<file path="config.mk">
export PLATFORM = sky130hd
export DESIGN_NAME = xsim_msg_source
export DESIGN_NICKNAME = d
export VERILOG_FILES = /design/src/rtl/xsim_msg_source.sv
export SDC_FILE = /design/constraint.sdc
export NUM_CORES = 1
export LEC_CHECK = 0
export BUFFER_PORTS_ARGS = -buffer_cell sky130_fd_sc_hd__buf_4
export CAP_MARGIN = 20
export CORE_UTILIZATION = 58
export DETAILED_ROUTE_END_ITERATION = 8
export PLACE_DENSITY_LB_ADDON = 0.25
export SLEW_MARGIN = 10
export SYNTH_ARGS = -nofsm -noshare
export SYNTH_HDL_FRONTEND = slang
export SYNTH_SLANG_ARGS = --single-unit
export TNS_END_PERCENT = 10
</file>
<file path="constraint.sdc">
create_clock -name CLK -period 6.9 [get_ports CLK]
set_input_delay 0.345 -clock CLK [delete_from_list [all_inputs] [get_ports CLK]]
set_output_delay 0.345 -clock CLK [all_outputs]
set_load 0.1 [all_outputs]
</file>
<file path="src/rtl/xsim_msg_source.sv">
// xsim_msg_source: hardware-to-software half of the Xsim portal message channel (FIFO + last-beat framing).
// The dpi_msgSource_beat call is presented on the dpi_* boundary; XSIM_SOURCE_STATS_EN adds msg/beat counters.
module xsim_msg_source #(
   parameter int unsigned DEPTH = 4,
   parameter int unsigned AW    = 2
) (
   input  logic        CLK,
   input  logic        RST,
   input  logic [31:0] portal,
   output logic        RDY_beat,
   input  logic        EN_beat,
   input  logic [31:0] beat,
   output logic        msg_active,
   output logic        err_overflow,
`ifdef XSIM_SOURCE_STATS_EN
   output logic [31:0] msg_count,
   output logic [31:0] beat_count,
`endif
   output logic        dpi_call_c,
   output logic [31:0] dpi_portal_c,
   output logic [31:0] dpi_beat_c,
   output logic        dpi_last_c,
   input  logic [31:0] dpi_ret_i
);

   localparam int unsigned CW = AW + 1;

   typedef enum logic {HEADER = 1'b0, BODY = 1'b1} state_t;

   logic [31:0]   mem_q [DEPTH];
   logic [AW-1:0] rd_ptr_q, wr_ptr_q;
   logic [CW-1:0] count_q, count_d;
   state_t        state_q, state_d;
   logic [15:0]   remaining_q, remaining_d;
   logic          rdy_q, active_q, err_q;
   logic [31:0]   head;
   logic [15:0]   len;
   logic          enq, deq, last;

`ifdef XSIM_SOURCE_STATS_EN
   logic [31:0] msg_count_q, msg_count_d;
   logic [31:0] beat_count_q, beat_count_d;
`endif

   // Head decode, handshake qualification and framing next-state.
   always_comb begin
      head        = mem_q[rd_ptr_q];
      len         = head[15:0];
      enq         = EN_beat && rdy_q;
      deq         = !RST && (count_q != '0) && (dpi_ret_i != 32'd0);
      last        = (state_q == HEADER) ? (len <= 16'd1) : (remaining_q == 16'd1);
      count_d     = count_q;
      state_d     = state_q;
      remaining_d = remaining_q;
      if (enq && !deq) begin
         count_d = count_q + CW'(1);
      end else if (!enq && deq) begin
         count_d = count_q - CW'(1);
      end
      if (deq) begin
         if (state_q == HEADER) begin
            if (!last) begin
               remaining_d = len - 16'd1;
               state_d     = BODY;
            end
         end else begin
            remaining_d = remaining_q - 16'd1;
            if (remaining_q == 16'd1) begin
               state_d = HEADER;
            end
         end
      end
   end

`ifdef XSIM_SOURCE_STATS_EN
   always_comb begin
      beat_count_d = beat_count_q;
      msg_count_d  = msg_count_q;
      if (deq) begin
         beat_count_d = beat_count_q + 32'd1;
         if (last) begin
            msg_count_d = msg_count_q + 32'd1;
         end
      end
   end
`endif

   // Storage is not reset; valid entries are tracked by count_q.
   always_ff @(posedge CLK) begin
      if (!RST && enq) begin
         mem_q[wr_ptr_q] <= beat;
      end
   end

   always_ff @(posedge CLK) begin
      if (RST) begin
         rd_ptr_q     <= '0;
         wr_ptr_q     <= '0;
         count_q      <= '0;
         state_q      <= HEADER;
         remaining_q  <= 16'd0;
         rdy_q        <= 1'b1;
         active_q     <= 1'b0;
         err_q        <= 1'b0;
`ifdef XSIM_SOURCE_STATS_EN
         beat_count_q <= 32'd0;
         msg_count_q  <= 32'd0;
`endif
      end else begin
         if (enq) begin
            wr_ptr_q <= wr_ptr_q + AW'(1);
         end
         if (deq) begin
            rd_ptr_q <= rd_ptr_q + AW'(1);
         end
         count_q     <= count_d;
         state_q     <= state_d;
         remaining_q <= remaining_d;
         rdy_q       <= (count_d != CW'(DEPTH));
         active_q    <= (state_d == BODY);
         if (EN_beat && !rdy_q) begin
            err_q <= 1'b1;
         end
`ifdef XSIM_SOURCE_STATS_EN
         beat_count_q <= beat_count_d;
         msg_count_q  <= msg_count_d;
`endif
      end
   end

   assign RDY_beat     = rdy_q;
   assign msg_active   = active_q;
   assign err_overflow = err_q;
   assign dpi_call_c   = !RST && (count_q != '0);
   assign dpi_portal_c = portal;
   assign dpi_beat_c   = head;
   assign dpi_last_c   = last;
`ifdef XSIM_SOURCE_STATS_EN
   assign msg_count    = msg_count_q;
   assign beat_count   = beat_count_q;
`endif

endmodule

</file>
==> flow_metrics.env, run 1 <==
export IMPL_postCtsResizedCells=0
export IMPL_cts_sinks=156
export IMPL_grt_max_degree=39
export IMPL_worst_setup_hold_path_clk_slew_ns=0.06
export IMPL_synthesis_yosys_warnings=0
export IMPL_std_cell_rows=39
export IMPL_maxSlewViolCount=0
export IMPL_drt_first_pass_iters=6
export IMPL_pin_slew_with_the_least_headroom_to_its_limit_ns=0.991
export IMPL_clock_tree_buffer_depth=2
export IMPL_post_synth_most_frequent_cells="128 x sky130_fd_sc_hd__edfxtp_1, 35 x sky130_fd_sc_hd__buf_4, 32 x sky130_fd_sc_hd__mux4_2"
export IMPL_leakage_nw=2.87
export IMPL_numPlacedInstances=666
export IMPL_insertedDiodeCount=0
export IMPL_setup_tns_final_ns=0
export IMPL_grt_first_pass_wirelength_mm=22.3
export IMPL_drt_first_iter_violations=295
export IMPL_detailed_place_hpwl_mm=8.98
export IMPL_number_of_cells_produced_by_synthesis=468
export IMPL_maxCapViolations=0
export IMPL_drt_wirelength_per_cell_microns=20.4
export IMPL_yosys_cell_types_count=54
export IMPL_synth_fp_nets=578
export IMPL_htree_num_levels=4
export IMPL_post_synth_instance_area_sq_um=6920
export IMPL_yosysMostFrequentCell="sky130_fd_sc_hd__edfxtp_1"
export IMPL_floorplan_core_area_sq_um=11500
export IMPL_outcome="finished, violations left"
export IMPL_placed_area_sq_um=7560
export IMPL_synth_sequential_area_ratio_pct=63.7
export IMPL_synth_seq_cells=156
export IMPL_grt_busiest_layer="met2"
export IMPL_crit_path_max_incr_delay_ns=0.83
export IMPL_post_cts_setup_buffer_count=0
export IMPL_die_height_microns=111
export IMPL_final_hold_viol_count=0
export IMPL_synthFlopType="sky130_fd_sc_hd__edfxtp_1"
export IMPL_fmax_ghz=0.235
export IMPL_met1_grt_util_pct=28.6
export IMPL_setup_repair_after_global_routing_missed_its_margin="no"
export IMPL_finish_cell_count_without_fillers=698
export IMPL_insertion_delay_ns=0.42
export IMPL_fp_dieArea_sq_um=12400
export IMPL_total_design_power_mw=3.71
export IMPL_critical_path_peak_fanout=29
export IMPL_crit_slowest_cell="sky130_fd_sc_hd__dfxtp_2"
export IMPL_power_density_nw_per_um2=453
export IMPL_num_nets_final=652
export IMPL_worstSetupEndpointType="flip-flop"
export IMPL_cp_required_ns=7.22
export IMPL_cell_types_occupying_the_most_area_after_synthesis="sky130_fd_sc_hd__edfxtp_1 56%, sky130_fd_sc_hd__mux4_2 10%, sky130_fd_sc_hd__dfxtp_1 8.1%"
export IMPL_synth_area_leader_cell="sky130_fd_sc_hd__edfxtp_1"
export IMPL_failed_checks="design-rule violations"
export IMPL_setup_viol=0
export IMPL_hold_path_depth=1
export IMPL_hp_class="in2reg"
export IMPL_clk_root_buffer_cell="sky130_fd_sc_hd__clkbuf_16"
export IMPL_drt_total_wl_mm=14.3
export IMPL_port_buffers=103
export IMPL_antenna_found_initial=0
export IMPL_floorplan_die_width_microns=111
export IMPL_numCtsBuffers=17
export IMPL_drc=35
export IMPL_number_of_global_route_vias_before_repair=4266
export IMPL_criticalPathCategory="reg2reg"
export IMPL_timing_critical_path_from_type="flip-flop"
export IMPL_area_growth_pct=18.4
export IMPL_routed_via_count=4248
export IMPL_worst_r2r_path_depth=7
export IMPL_avgSynthCellArea_sq_um=14.8
export IMPL_grt_overflow=0
export IMPL_worstPathArrival_ns=4.58
export IMPL_cts_hold_fix_buffers=0
export IMPL_drt_vias_per_instance=6.09
export IMPL_post_route_minimum_period_ns=4.26
export IMPL_initial_core_util_pct=60.1
export IMPL_postLayoutCellArea_sq_um=8190
export IMPL_maximum_vdd_ir_drop_uv=335
export IMPL_final_antenna_net_count=0
export IMPL_groute_usage_overall_pct=24.4
export IMPL_ioPinCount=168
export IMPL_worstPathCellList="buf_4 -> mux4_2 -> or4_4 -> nor4_4 -> nand2b_1 -> o21ai_2 -> a2111oi_2"
export IMPL_cts_tree="yes"
export IMPL_place_gp_congestion=0.835
export IMPL_drive_above_1_share_pct=32.6
export IMPL_met2_usage_pct=41.0
export IMPL_async_reset_ff_share_pct=0
export IMPL_timing_final_crit_share_pct=61.8
export IMPL_relative_max_transition_margin_pct=33.9
export IMPL_synth_largest_type_area_fraction_pct=55.6
export IMPL_synth_edff_count=128
export IMPL_finClkSkew_ns=0.00596
export IMPL_grt_util_met3_pct=7.16
-- per-stage QoR --
| stage | setup WS, ns | hold slack [ns] | utilization (%) |
|---|---|---|---|
| detailed placement | 2.62 | 0.465 | 65.6 |
| floorplan | 3.08 | 0.444 | - |
| CTS | 2.59 | 0.108 | 71.1 |
| global placement | 2.73 | 0.459 | 65.6 |
| global route | 2.30 | 0.109 | 71.1 |
| finish | 2.64 | 0.123 | 71.1 |
-- state kept, by name (all words and copies together), names as in the netlist, named ones only --
name and flops:
msg_active 1, count_q 3, rd_ptr_q 2, remaining_q 16
err_overflow 1, wr_ptr_q 2, mem_q 128, RDY_beat 1
-- power breakdown --
group / internal, mW / total (mW) / switching [mW]
clock: 0.637 / 0.990 / 0.353
sequential: 1.11 / 1.21 / 0.0971
combinational: 0.451 / 1.51 / 1.06
-- cells in the final DEF (no fill, tap or decap), drive strengths merged, types with 4 or more instances in the layout --
cell and n:
a21oi 13, a31oi 6, and2 6, buf 106, bufinv 5, clkbuf 19
clkinv 4, dfxtp 28, edfxtp 128, ha 11, inv 12, mux4 32
nand2 22, nand3 10, nand4 5, nor2 23, nor3 15, nor4 15
o21ai 15, or3 12, or4 6, xnor2 9, xor2 9
-- cells by family (layout without fill, tap and decap cells) --
kind of cell / count (synthesis) / in the layout / share of synthesized area (%)
DFF: 156 / 156 / 63.7
and+or+nand+nor: 127 / 127 / 10.1
buffers and inverters: 62 / 149 / 5.50
AOI/OAI and AO/OA: 59 / 59 / 5.64
muxes: 34 / 34 / 10.7
xor gates and xnor gates: 18 / 18 / 2.28
adders and majority gates: 12 / 12 / 2.13
-- layout make-up --
type	instances	area, sq um
Clock inverter	13	196
Inverter	11	41.3
Fill cell	752	3330
Timing Repair Buffer	106	796
Tap cell	143	179
Multi-Input combinational cell	250	2140
Sequential cell	156	4410
Clock buffer	19	433
-- routing by layer --
metal / wire length [microns] / vias up / share of wire, %
li1: - / 1935 / -
met1: 5590 / 2107 / 39
met2: 7270 / 173 / 51
met3: 1070 / 33 / 7.5
met4: 348 / 0 / 2.4
met5: 0 / - / 0
-- final timing paths --
check	startpoint	endpoint	slack [ns]
min	beat[20]	mem_q[2][20]	0.12
max	flip-flop	remaining_q[2]	2.64
min reg2reg	err_overflow	err_overflow	0.48
max reg2reg	flip-flop	remaining_q[2]	2.64
-- worst max-delay path, delay by kind of cell, from the launching register on --
family	cells	cell delay (ns)
compound gates	2	0.51
buf+inv	1	0.40
flops	1	0.83
simple gates	3	1.77
mux	1	0.63
Note: power is estimated with default switching activity, not from simulation.
==> run 2: changes to the inputs <==
- CORE_UTILIZATION: 58 -> 54
- clock period: 6.9 -> 4.1 ns (I/O delays scaled with it)
==> flow_metrics.env, run 2 (synthesis gave the netlist of run 1 again) <==
export IMPL_multi_input_area_sq_um=2140
export IMPL_floorplan_core_area_sq_um=12300
export IMPL_rrSetupSlack_ns=0.42
export IMPL_drt_wirelength_per_cell_microns=19.0
export IMPL_numCtsBuffers=17
export IMPL_grt_overflow=0
export IMPL_total_design_power_mw=6.17
export IMPL_clk_root_buffer_cell="sky130_fd_sc_hd__clkbuf_16"
export IMPL_cts_sinks=156
export IMPL_std_cell_rows=40
export IMPL_insertedDiodeCount=0
export IMPL_postLayoutCellArea_sq_um=8510
export IMPL_area_growth_pct=23.1
export IMPL_drive_above_1_share_pct=31.5
export IMPL_grt_first_pass_wirelength_mm=22.3
export IMPL_insertion_delay_ns=0.42
export IMPL_worstSetupEndpointType="flip-flop"
export IMPL_hold_path_depth=1
export IMPL_wl_met2_mm=7.42
export IMPL_worstPathArrival_ns=3.99
export IMPL_criticalPathCategory="reg2reg"
export IMPL_wl_met3_mm=1.02
export IMPL_clock_tree_buffer_depth=2
export IMPL_initial_core_util_pct=56.4
export IMPL_setup_viol=0
export IMPL_ioPinCount=168
export IMPL_seqCellArea_sq_um=4410
export IMPL_drt_total_wl_mm=14.4
export IMPL_cp_required_ns=4.41
export IMPL_final_hold_viol_count=0
export IMPL_placed_area_sq_um=7620
export IMPL_worst_r2r_path_depth=8
export IMPL_r2r_end="remaining_q[2]"
export IMPL_groute_usage_overall_pct=23.3
export IMPL_top_layer_used="met4"
export IMPL_layout_cells_most_common="sky130_fd_sc_hd__edfxtp_1"
export IMPL_final_antenna_net_count=0
export IMPL_drc=0
export IMPL_drt_first_iter_violations=286
export IMPL_fp_dieArea_sq_um=13300
export IMPL_port_buffers=103
export IMPL_largest_register_ff_count=128
export IMPL_grt_max_degree=39
export IMPL_setup_tns_final_ns=0
export IMPL_routed_via_count=4371
export IMPL_worst_setup_hold_path_clk_slew_ns=0.06
export IMPL_number_of_global_route_vias_before_repair=4427
export IMPL_antenna_found_initial=0
export IMPL_htree_num_levels=4
export IMPL_layout_core_utilization_pct=69.4
export IMPL_setup_repair_after_global_routing_missed_its_margin="no"
export IMPL_critical_path_peak_fanout=12
export IMPL_timing_critical_path_from_type="flip-flop"
export IMPL_hold_ws_ns=0.0364
export IMPL_num_nets_final=687
export IMPL_wire_length_the_detailed_router_placed_on_met1_mm=5.75
export IMPL_layout_common_cells="128 x sky130_fd_sc_hd__edfxtp_1, 110 x sky130_fd_sc_hd__buf_4, 32 x sky130_fd_sc_hd__mux4_2"
export IMPL_place_gp_congestion=0.880
export IMPL_maxCapViolations=0
export IMPL_cts_tree="yes"
export IMPL_timing_final_crit_share_pct=89.7
export IMPL_reg_top3="mem_q (128), remaining_q (16), count_q (3)"
export IMPL_drt_first_pass_iters=7
export IMPL_relative_max_transition_margin_pct=41.3
export IMPL_outcome="finished clean"
export IMPL_power_density_nw_per_um2=724
export IMPL_final_fill_count=841
export IMPL_min_delay_worst_endpoint="mem_q[2][11]"
export IMPL_die_height_microns=115
export IMPL_post_route_minimum_period_ns=3.68
export IMPL_maxSlewViolCount=0
export IMPL_floorplan_die_width_microns=115
export IMPL_drt_vias_per_instance=5.77
export IMPL_pin_slew_with_the_least_headroom_to_its_limit_ns=0.881
export IMPL_maximum_vdd_ir_drop_uv=771
export IMPL_detailed_place_hpwl_mm=9.26
export IMPL_finClkSkew_ns=0.00888
export IMPL_hp_class="in2reg"
export IMPL_min_from="beat[11]"
export IMPL_fmax_ghz=0.272
export IMPL_leakage_nw=3.00
export IMPL_registers_top_by_ff_count="mem_q"
## run 2: worst max path at each step
stage	endpoint	cells after the start	startpoint	slack, ns
finish	remaining_q[2]	8	flip-flop	0.42
global route	remaining_q[2]	10	flip-flop	0.17
CTS	remaining_q[2]	8	flip-flop	0.37
detailed placement	remaining_q[2]	8	flip-flop	0.41
global placement	remaining_q[2]	8	flip-flop	0.55
floorplan	msg_active	11	flip-flop	0.28
## run 2: metal layers
metal / global-route usage, % / up-vias
met3: 7.22 / 22
met4: 10.1 / 0
met1: 27.8 / 2163
li1: - / 2007
met5: 0 / -
met2: 39.1 / 179
## run 2: area by class of cell
cell class                      instances  share of cell area (%)
Tap cell                              168                    2.47
Multi-Input combinational cell        250                    25.1
Clock inverter                         13                    1.76
Inverter                               11                   0.485
Timing Repair Buffer                  141                    13.3
Clock buffer                           19                    5.08
Sequential cell                       156                    51.8
## run 2: timing repair
action	in CTS	in global routing
hold buffers	30	1
hold endpoints to repair	120	3
resized for setup	0	0
setup buffers	0	0
## run 2: metrics by stage
step,worst slack [ns],instances
2_1_floorplan,0.280,468
3_3_place_gp,0.552,695
3_5_place_dp,0.407,695
4_1_cts,0.375,757
5_1_grt,0.167,758
6_report,0.422,758
## run 2: where the power goes
part | internal [mW] | switching [mW]
Clock | 0.949 | 0.595
Combinational | 0.797 | 1.80
Sequential | 1.87 | 0.147
## run 2: critical path, stage by stage (launching register included)
cell	delay, ns
sky130_fd_sc_hd__dfxtp_2	0.59
sky130_fd_sc_hd__buf_4	0.31
sky130_fd_sc_hd__mux4_2	0.63
sky130_fd_sc_hd__or4_4	0.58
sky130_fd_sc_hd__nor4_4	0.39
sky130_fd_sc_hd__nand2b_1	0.41
sky130_fd_sc_hd__buf_4	0.23
sky130_fd_sc_hd__o21ai_2	0.07
sky130_fd_sc_hd__a2111oi_2	0.35
